**src/rtl/dram_rowcol_mux.sv**
```systemverilog
// Row/column address multiplexer for DRAM: latches a CPU address and drives timed /RAS, /CAS, /WE.
// Define DRAM_REFRESH_EN to add the periodic CAS-before-RAS refresh timer and refresh states.
module dram_rowcol_mux #(
   parameter int MUX_W   = 8,
   parameter int T_RCD   = 1,
   parameter int T_CAS   = 2,
   parameter int T_RP    = 2,
   parameter int REF_INT = 256
) (
   input  logic               clk,
   input  logic               rst,
   input  logic               req,
   input  logic               we,
   input  logic [2*MUX_W-1:0] addr,
   input  logic               noe,
   output logic [MUX_W-1:0]   ma,
   output logic               nras,
   output logic               ncas,
   output logic               nwe,
   output logic               ack,
   output logic               busy
);

   localparam int PH_MAX  = (T_RCD > T_CAS) ? ((T_RCD > T_RP) ? T_RCD : T_RP)
                                            : ((T_CAS > T_RP) ? T_CAS : T_RP);
   localparam int CNT_MAX = (REF_INT > PH_MAX) ? REF_INT : PH_MAX;
   localparam int CNT_W   = (CNT_MAX > 1) ? $clog2(CNT_MAX) : 1;

`ifdef DRAM_REFRESH_EN
   typedef enum logic [2:0] {
      S_IDLE, S_RAS, S_CAS, S_PRE, S_REF_CAS, S_REF_RAS
   } state_t;
`else
   typedef enum logic [2:0] {
      S_IDLE, S_RAS, S_CAS, S_PRE
   } state_t;
`endif

   state_t             state_reg, state_next;
   logic [CNT_W-1:0]   cnt_reg, cnt_next;
   logic [2*MUX_W-1:0] addr_reg;
   logic               we_reg;
   logic               start;
   logic [2*MUX_W-1:0] addr_cur;
   logic [MUX_W-1:0]   ma_reg, ma_next;
   logic               nras_reg, nras_next;
   logic               ncas_reg, ncas_next;
   logic               nwe_reg, nwe_next;
   logic               ack_reg, ack_next;

`ifdef DRAM_REFRESH_EN
   logic [CNT_W-1:0]   tmr_reg;
   logic               ref_pending_reg;
   logic               ref_take;
`endif

   // Phase sequencing: cnt holds remaining cycles of the current phase minus one.
   always_comb begin
      state_next = state_reg;
      cnt_next   = cnt_reg;
      start      = 1'b0;
`ifdef DRAM_REFRESH_EN
      ref_take   = 1'b0;
`endif
      case (state_reg)
         S_IDLE: begin
`ifdef DRAM_REFRESH_EN
            if (ref_pending_reg) begin
               state_next = S_REF_CAS;
               cnt_next   = '0;
               ref_take   = 1'b1;
            end else
`endif
            if (req) begin
               state_next = S_RAS;
               cnt_next   = CNT_W'(T_RCD - 1);
               start      = 1'b1;
            end
         end
         S_RAS: begin
            if (cnt_reg == '0) begin
               state_next = S_CAS;
               cnt_next   = CNT_W'(T_CAS - 1);
            end else begin
               cnt_next = cnt_reg - CNT_W'(1);
            end
         end
         S_CAS: begin
            if (cnt_reg == '0) begin
               state_next = S_PRE;
               cnt_next   = CNT_W'(T_RP - 1);
            end else begin
               cnt_next = cnt_reg - CNT_W'(1);
            end
         end
         S_PRE: begin
            if (cnt_reg == '0) begin
               state_next = S_IDLE;
               cnt_next   = '0;
            end else begin
               cnt_next = cnt_reg - CNT_W'(1);
            end
         end
`ifdef DRAM_REFRESH_EN
         S_REF_CAS: begin
            state_next = S_REF_RAS;
            cnt_next   = CNT_W'(T_CAS - 1);
         end
         S_REF_RAS: begin
            if (cnt_reg == '0) begin
               state_next = S_PRE;
               cnt_next   = CNT_W'(T_RP - 1);
            end else begin
               cnt_next = cnt_reg - CNT_W'(1);
            end
         end
`endif
         default: begin
            state_next = S_IDLE;
            cnt_next   = '0;
         end
      endcase
   end

   // Strobes and ma are decoded from the next state so they come straight out of flops.
   assign addr_cur = start ? addr : addr_reg;

   always_comb begin
      nras_next = 1'b1;
      ncas_next = 1'b1;
      nwe_next  = 1'b1;
      ack_next  = 1'b0;
      ma_next   = '0;
      case (state_next)
         S_RAS: begin
            nras_next = 1'b0;
            ma_next   = addr_cur[MUX_W-1:0];
         end
         S_CAS: begin
            nras_next = 1'b0;
            ncas_next = 1'b0;
            nwe_next  = ~we_reg;
            ma_next   = addr_reg[2*MUX_W-1:MUX_W];
            ack_next  = (cnt_next == '0);
         end
         // Precharge holds whatever ma showed last: the column, or zero after a refresh.
         S_PRE: ma_next = ma_reg;
`ifdef DRAM_REFRESH_EN
         S_REF_CAS: ncas_next = 1'b0;
         S_REF_RAS: begin
            nras_next = 1'b0;
            ncas_next = 1'b0;
         end
`endif
         default: ;
      endcase
   end

   always_ff @(posedge clk or posedge rst) begin
      if (rst) begin
         state_reg <= S_IDLE;
         cnt_reg   <= '0;
         addr_reg  <= '0;
         we_reg    <= 1'b0;
         ma_reg    <= '0;
         nras_reg  <= 1'b1;
         ncas_reg  <= 1'b1;
         nwe_reg   <= 1'b1;
         ack_reg   <= 1'b0;
      end else begin
         state_reg <= state_next;
         cnt_reg   <= cnt_next;
         if (start) begin
            addr_reg <= addr;
            we_reg   <= we;
         end
         ma_reg    <= ma_next;
         nras_reg  <= nras_next;
         ncas_reg  <= ncas_next;
         nwe_reg   <= nwe_next;
         ack_reg   <= ack_next;
      end
   end

`ifdef DRAM_REFRESH_EN
   // An expiry coinciding with the refresh being taken wins, so that interval is not lost.
   always_ff @(posedge clk or posedge rst) begin
      if (rst) begin
         tmr_reg         <= CNT_W'(REF_INT - 1);
         ref_pending_reg <= 1'b0;
      end else if (tmr_reg == '0) begin
         tmr_reg         <= CNT_W'(REF_INT - 1);
         ref_pending_reg <= 1'b1;
      end else begin
         tmr_reg <= tmr_reg - CNT_W'(1);
         if (ref_take)
            ref_pending_reg <= 1'b0;
      end
   end
`endif

   assign ma   = noe ? '0 : ma_reg;
   assign nras = nras_reg;
   assign ncas = ncas_reg;
   assign nwe  = nwe_reg;
   assign ack  = ack_reg;
   assign busy = (state_reg != S_IDLE);

endmodule

```
**config.mk**
```make
export PLATFORM = sky130hd
export DESIGN_NAME = dram_rowcol_mux
export DESIGN_NICKNAME = d
export VERILOG_FILES = /design/src/rtl/dram_rowcol_mux.sv
export SDC_FILE = /design/constraint.sdc
export NUM_CORES = 1
export LEC_CHECK = 0
export BUFFER_PORTS_ARGS = -buffer_cell sky130_fd_sc_hd__buf_2
export CAP_MARGIN = 30
export CORE_MARGIN = 4
export CORE_UTILIZATION = 40
export CTS_BUF_LIST = sky130_fd_sc_hd__clkbuf_8
export DETAILED_ROUTE_END_ITERATION = 8
export GPL_ROUTABILITY_DRIVEN = 0
export PLACE_DENSITY_LB_ADDON = 0.2
export SLEW_MARGIN = 20
export SYNTH_ARGS = -nofsm -noshare
export SYNTH_HDL_FRONTEND = slang
export SYNTH_SLANG_ARGS = --single-unit
export TNS_END_PERCENT = 20
```
**constraint.sdc**
```tcl
create_clock -name clk -period 2.3 [get_ports clk]
set_input_delay 0.69 -clock clk [delete_from_list [all_inputs] [get_ports clk]]
set_output_delay 0.69 -clock clk [all_outputs]
set_load 0.03 [all_outputs]
```
* After elaboration in Yosys (flattened, before gate mapping) *
Cells that the tools add are included.

operators by class
  $add $sub $neg = 1
  equality and inequality tests = 6
  mux-type cells = 18
  bitwise logic cells = 1
  reductions and logical operators = 6

operator list
  kind                                                                 count
  8-bit case mux with 3 select lines                                   2
  8-bit two-way mux                                                    5
  8-bit logical NOT                                                    2
  3-bit by 2-bit == test with 1-bit output (second input constant)     4
  3-bit two-way mux                                                    4
  3-bit case mux with 4 select lines                                   1
  8-bit by 1-bit subtractor with 8-bit output (second input constant)  1
  3-bit by 1-bit == test with 1-bit output (second input constant)     2
  1-bit two-way mux                                                    6
  2-bit OR reduction                                                   2
  3-bit logical NOT                                                    1
  3-bit nonzero test                                                   1
  1-bit inverter                                                       1

word-level totals
  flip-flop bits (word level) = 40
  input bits = 21
  output and inout port bits = 13
  word-level logic and storage cells = 42

* Longest topological paths before layout *
  depth after elaboration = 6
  depth in mapped cells = 7
  gate-level depth less buffers = 7

* Worst setup path before layout *
No wires, ideal clock.

  path kind = reg-to-reg
  start = reg state_reg[2]
  end = reg ma_reg[7]
  arrival time = 1956 ps
  data required time = 2179 ps
  slack = 223 ps
  cell stages (with the launch flop) = 8
  period minus slack after synthesis = 2077 ps
  cell sequence = dfrtp_1 > buf_6 > or3_4 > nor2_8 > buf_6 > mux2_4 > mux2_2 > a22o_1

between the ends
  longest elaborated chain between the ends = 4
  elaborated cells on any way between the ends = 15
  classes of those cells = eq/ne (6); mux (8); reduce/logical (1)

RTL lines
  element                             RTL line  RTL
  start: declaration                  39        state_t state_reg, state_next;
  start signal: assignment            171       state_reg <= state_next;
  3-bit logical NOT                   65        case (state_reg)
  1-bit two-way mux                   65
  8-bit two-way mux                   n/a
  via addr_cur[7]                     44        logic [2*MUX_W-1:0] addr_cur;
  8-bit case mux with 3 select lines  134       case (state_next)
  end signal: assignment              177       ma_reg <= ma_next;
  end: declaration                    45        logic [MUX_W-1:0] ma_reg, ma_next;

The timed path passes the listed nets, and every way through them passes these cells.
A chain may end at the register's enable or synchronous reset.

* Worst setup path after layout *
  start = reg cnt_reg[5]
  end = reg ma_reg[3]

between the ends
  longest elaborated chain between the ends = 5
  elaborated cells on any way between the ends = 9
  classes of those cells = eq/ne (3); mux (5); reduce/logical (1)

RTL lines
  element                                                                                                      RTL line    RTL
  start: declaration                                                                                           40          logic [CNT_W-1:0] cnt_reg, cnt_next;
  start signal: assignment                                                                                     172         cnt_reg <= cnt_next;
  8-bit logical NOT *                                                                                          81, 89, 97
  3-bit two-way mux, on equally long branches                                                                  97, 81, 89
  3-bit case mux with 4 select lines *                                                                         65
  via state_next[0]                                                                                            39
  3-bit by 2-bit == test with 1-bit output / 3-bit by 1-bit == test with 1-bit output (equally long branches)  134
  8-bit case mux with 3 select lines                                                                           134

Mark *: on every way through the listed nets, which the timed path passes. The rest lies on a longest branch.

==> flow_summary.ini <==
[outcome]
outcome = finished, final reports clean

[pwr]
total_leakage_power_uw = 0.00106
clockPowerShare_pct = 14.4
power.density_mw_per_mm2 = 1430
power_frac_seq_pct = 36.8
net-switching-power_uw = 1230
vdd_drop_max_v = 0.000522
p_comb_share_pct = 48.8
switching_share_pct = 38.3
p_int_uw = 1980

[min_path]
hold_start = we_reg
hold_class = reg2reg

[routing]
first_iter_violations = 105
drcViolationCount = 0
routed_wl_um = 3840
routed_via_density = 5.26
vias = 1300
drt_first_pass_iters = 4
route.antenna.remaining_nets = 0
drt-wirelength-per-cell_um = 15.5

[sta]
tns_ns = 0
finalCriticalPeriod_ns = 2.04
setup_viol = 0
final_max_slew_viol_count = 0
worst_pin_slew_ns = 0.551
max_freq_mhz = 491
skew_ns = 0.00293
rsz0062_at_grt = no
hold_viol_final = 0
relSlewSlack_pct = 63.0
finalCritPeriodShare_pct = 88.6

[finish]
area_growth_pct = 16.4
seqCellArea_sq_mm = 0.00100
antenna_cells = 0
largest_reg_flops = 16
drive_above_1_share_pct = 41.5
post-route-util_pct = 49.6
multiInputGateArea_sq_um = 842
nNetsFinal = 217
fill_cells = 419

[die]
boundaryPins = 34
core_area_sq_mm = 0.00450
start_util_pct = 42.6
die_w_um = 77.3
die_h_um = 77.3
die-area_sq_mm = 0.00597
rows = 24

[yosys]
synth_cell_types = 44
yosys_register_bits = 40
syn_area_sq_mm = 0.00192
synth.avg_cell_area_sq_um = 12.5
synth_flop_cell = dfrtp_1
synth_nets = 177
async_flop_share_pct = 100
synth_seq_area_share_pct = 52.3
ys_warn_count = 0
synth_edf_count = 0
syn_inst = 154

[clock_network]
cts_made_buffers = 5
path_clk_slew_ns = 0.07
clk_latency_ns = 0.29
cts-resized-gates = 0
htree_levels = 2
clk_root_buffer_cell = clkbuf_8
ctsHoldBuffers = 0
post_cts_buffers = 0
cts_tree = done
ctsLongestPathBuffers = 2
cts_sinks = 40

[global_route]
grt_pass1_vias = 1385
grt_max_degree = 41
grt-ovfl-total = 0
grt_pass1_wl_um = 6560
antenna_found_initial = 0
grtUsageTotal_pct = 13.7

[critical_path]
crit_required_ns = 2.52
worst_setup_path_end_kind = flop
crit_type = reg2reg
worstPathArrival_ns = 2.26
crit_path_max_fanout = 9
worstSetupStartpointType = flop
r2r_start = cnt_reg[5]
crit_start = cnt_reg[5]

[placement]
port_buffers = 33
dp_hpwl_um = 2730

[flow_run]
maxCapViolations = 0
## final cells by class
cell class / instances / share of cell area [%]
Timing Repair Buffer: 39 / 9.41
Multi-Input combinational cell: 102 / 37.7
Sequential cell: 40 / 45.0
Clock buffer: 6 / 3.70
Inverter: 6 / 1.01
Clock inverter: 2 / 0.336
Tap cell: 52 / 2.91
## synthesized netlist by cell type, types with 2 or more instances
cell,instances,area [sq um]
dfstp_2,3,78.8
dfrtp_1,37,926
nand2_1,8,30.0
nor2b_1,9,56.3
ha_1,2,25.0
xor2_1,2,17.5
o21ai_0,7,35.0
nor2_1,7,26.3
and3_1,2,12.5
a22o_1,8,70.1
inv_1,6,22.5
a21oi_1,2,10.0
nor4_1,2,12.5
mux2_2,24,270
nor3_1,3,15.0
buf_6,3,33.8
nand2b_1,2,12.5
## worst max-delay path, cell delays in order (launching register included)
cell,delay [ns]
dfrtp_1,0.45
nor4_4,0.36
and3_1,0.36
a211oi_2,0.14
nor3b_4,0.46
a22o_1,0.20
## cell usage in the layout, fill, tap and decap left out, drive strengths merged
cell,instances
a22o,8
o41ai,1
o21bai,1
nor2,8
and3,2
nand4b,1
buf,39
nor4b,1
a311o,1
nand4,1
xor2,2
or3,1
ha,2
o31ai,1
a31o,1
dfstp,3
nor3,3
o21a,1
nand3b,1
a21o,1
clkbuf,6
o21ai,7
a21oi,3
nor4,3
conb,1
o22ai,1
nor2b,9
inv,8
nand2b,2
dfrtp,37
mux2,25
nand2,8
nor3b,2
or3b,2
a211oi,2
## cell families after synthesis
family	after synthesis	synth area share [%]
buf+inv	12	3.78
mux	25	14.9
compound gates	28	11.2
flops	40	52.3
other cells	1	0.195
fa+ha+maj	2	1.30
simple gates	44	15.4
xor+xnor	2	0.913
## path summary, 6_finish.rpt
kind                                     end  slack (ns)  depth (start not counted)
worst max register to register     ma_reg[3]        0.26                          5
max in group asynchronous               nras        1.42                          3
min in group asynchronous       addr_reg[15]        0.52                          3
worst max-delay path               ma_reg[3]        0.26                          5
worst min register to register           nwe        0.43                          1
worst min-delay path                     nwe        0.43                          1
## power groups by stage
stage / registers [uW] / clock network (uW) / logic, uW
finish: 1180 / 461 / 1560
global route: 1210 / 521 / 1710
CTS: 1180 / 483 / 1580
detailed placement: 1190 / 0 / 1580
global placement: 1180 / 0 / 1530
floorplan: 1200 / 0 / 1300
## per-layer routing
| layer | global-route usage [%] | vias to the layer above | part of all wire (%) |
|---|---|---|---|
| met5 | 0 | - | 0 |
| met4 | 4.80 | 0 | 1.4 |
| met3 | 4.10 | 9 | 3.8 |
| met2 | 22.6 | 26 | 49 |
| met1 | 17.0 | 639 | 46 |
| li1 | - | 626 | - |
## per-stage QoR
step / cell area [sq um] / setup WS [ns] / hold WS (ns) / cells / total power (uW)
CTS: 2230 / 0.238 / 0.434 / 247 / 3250
floorplan: 1920 / 0.223 / 0.368 / 154 / 2500
global route: 2230 / 0.136 / 0.440 / 247 / 3450
detailed placement: 2140 / 0.104 / 0.418 / 239 / 2770
finish: 2230 / 0.262 / 0.427 / 247 / 3200
global placement: 2140 / 0.135 / 0.383 / 239 / 2710
No activity file was read; power rests on OpenSTA's default activity.
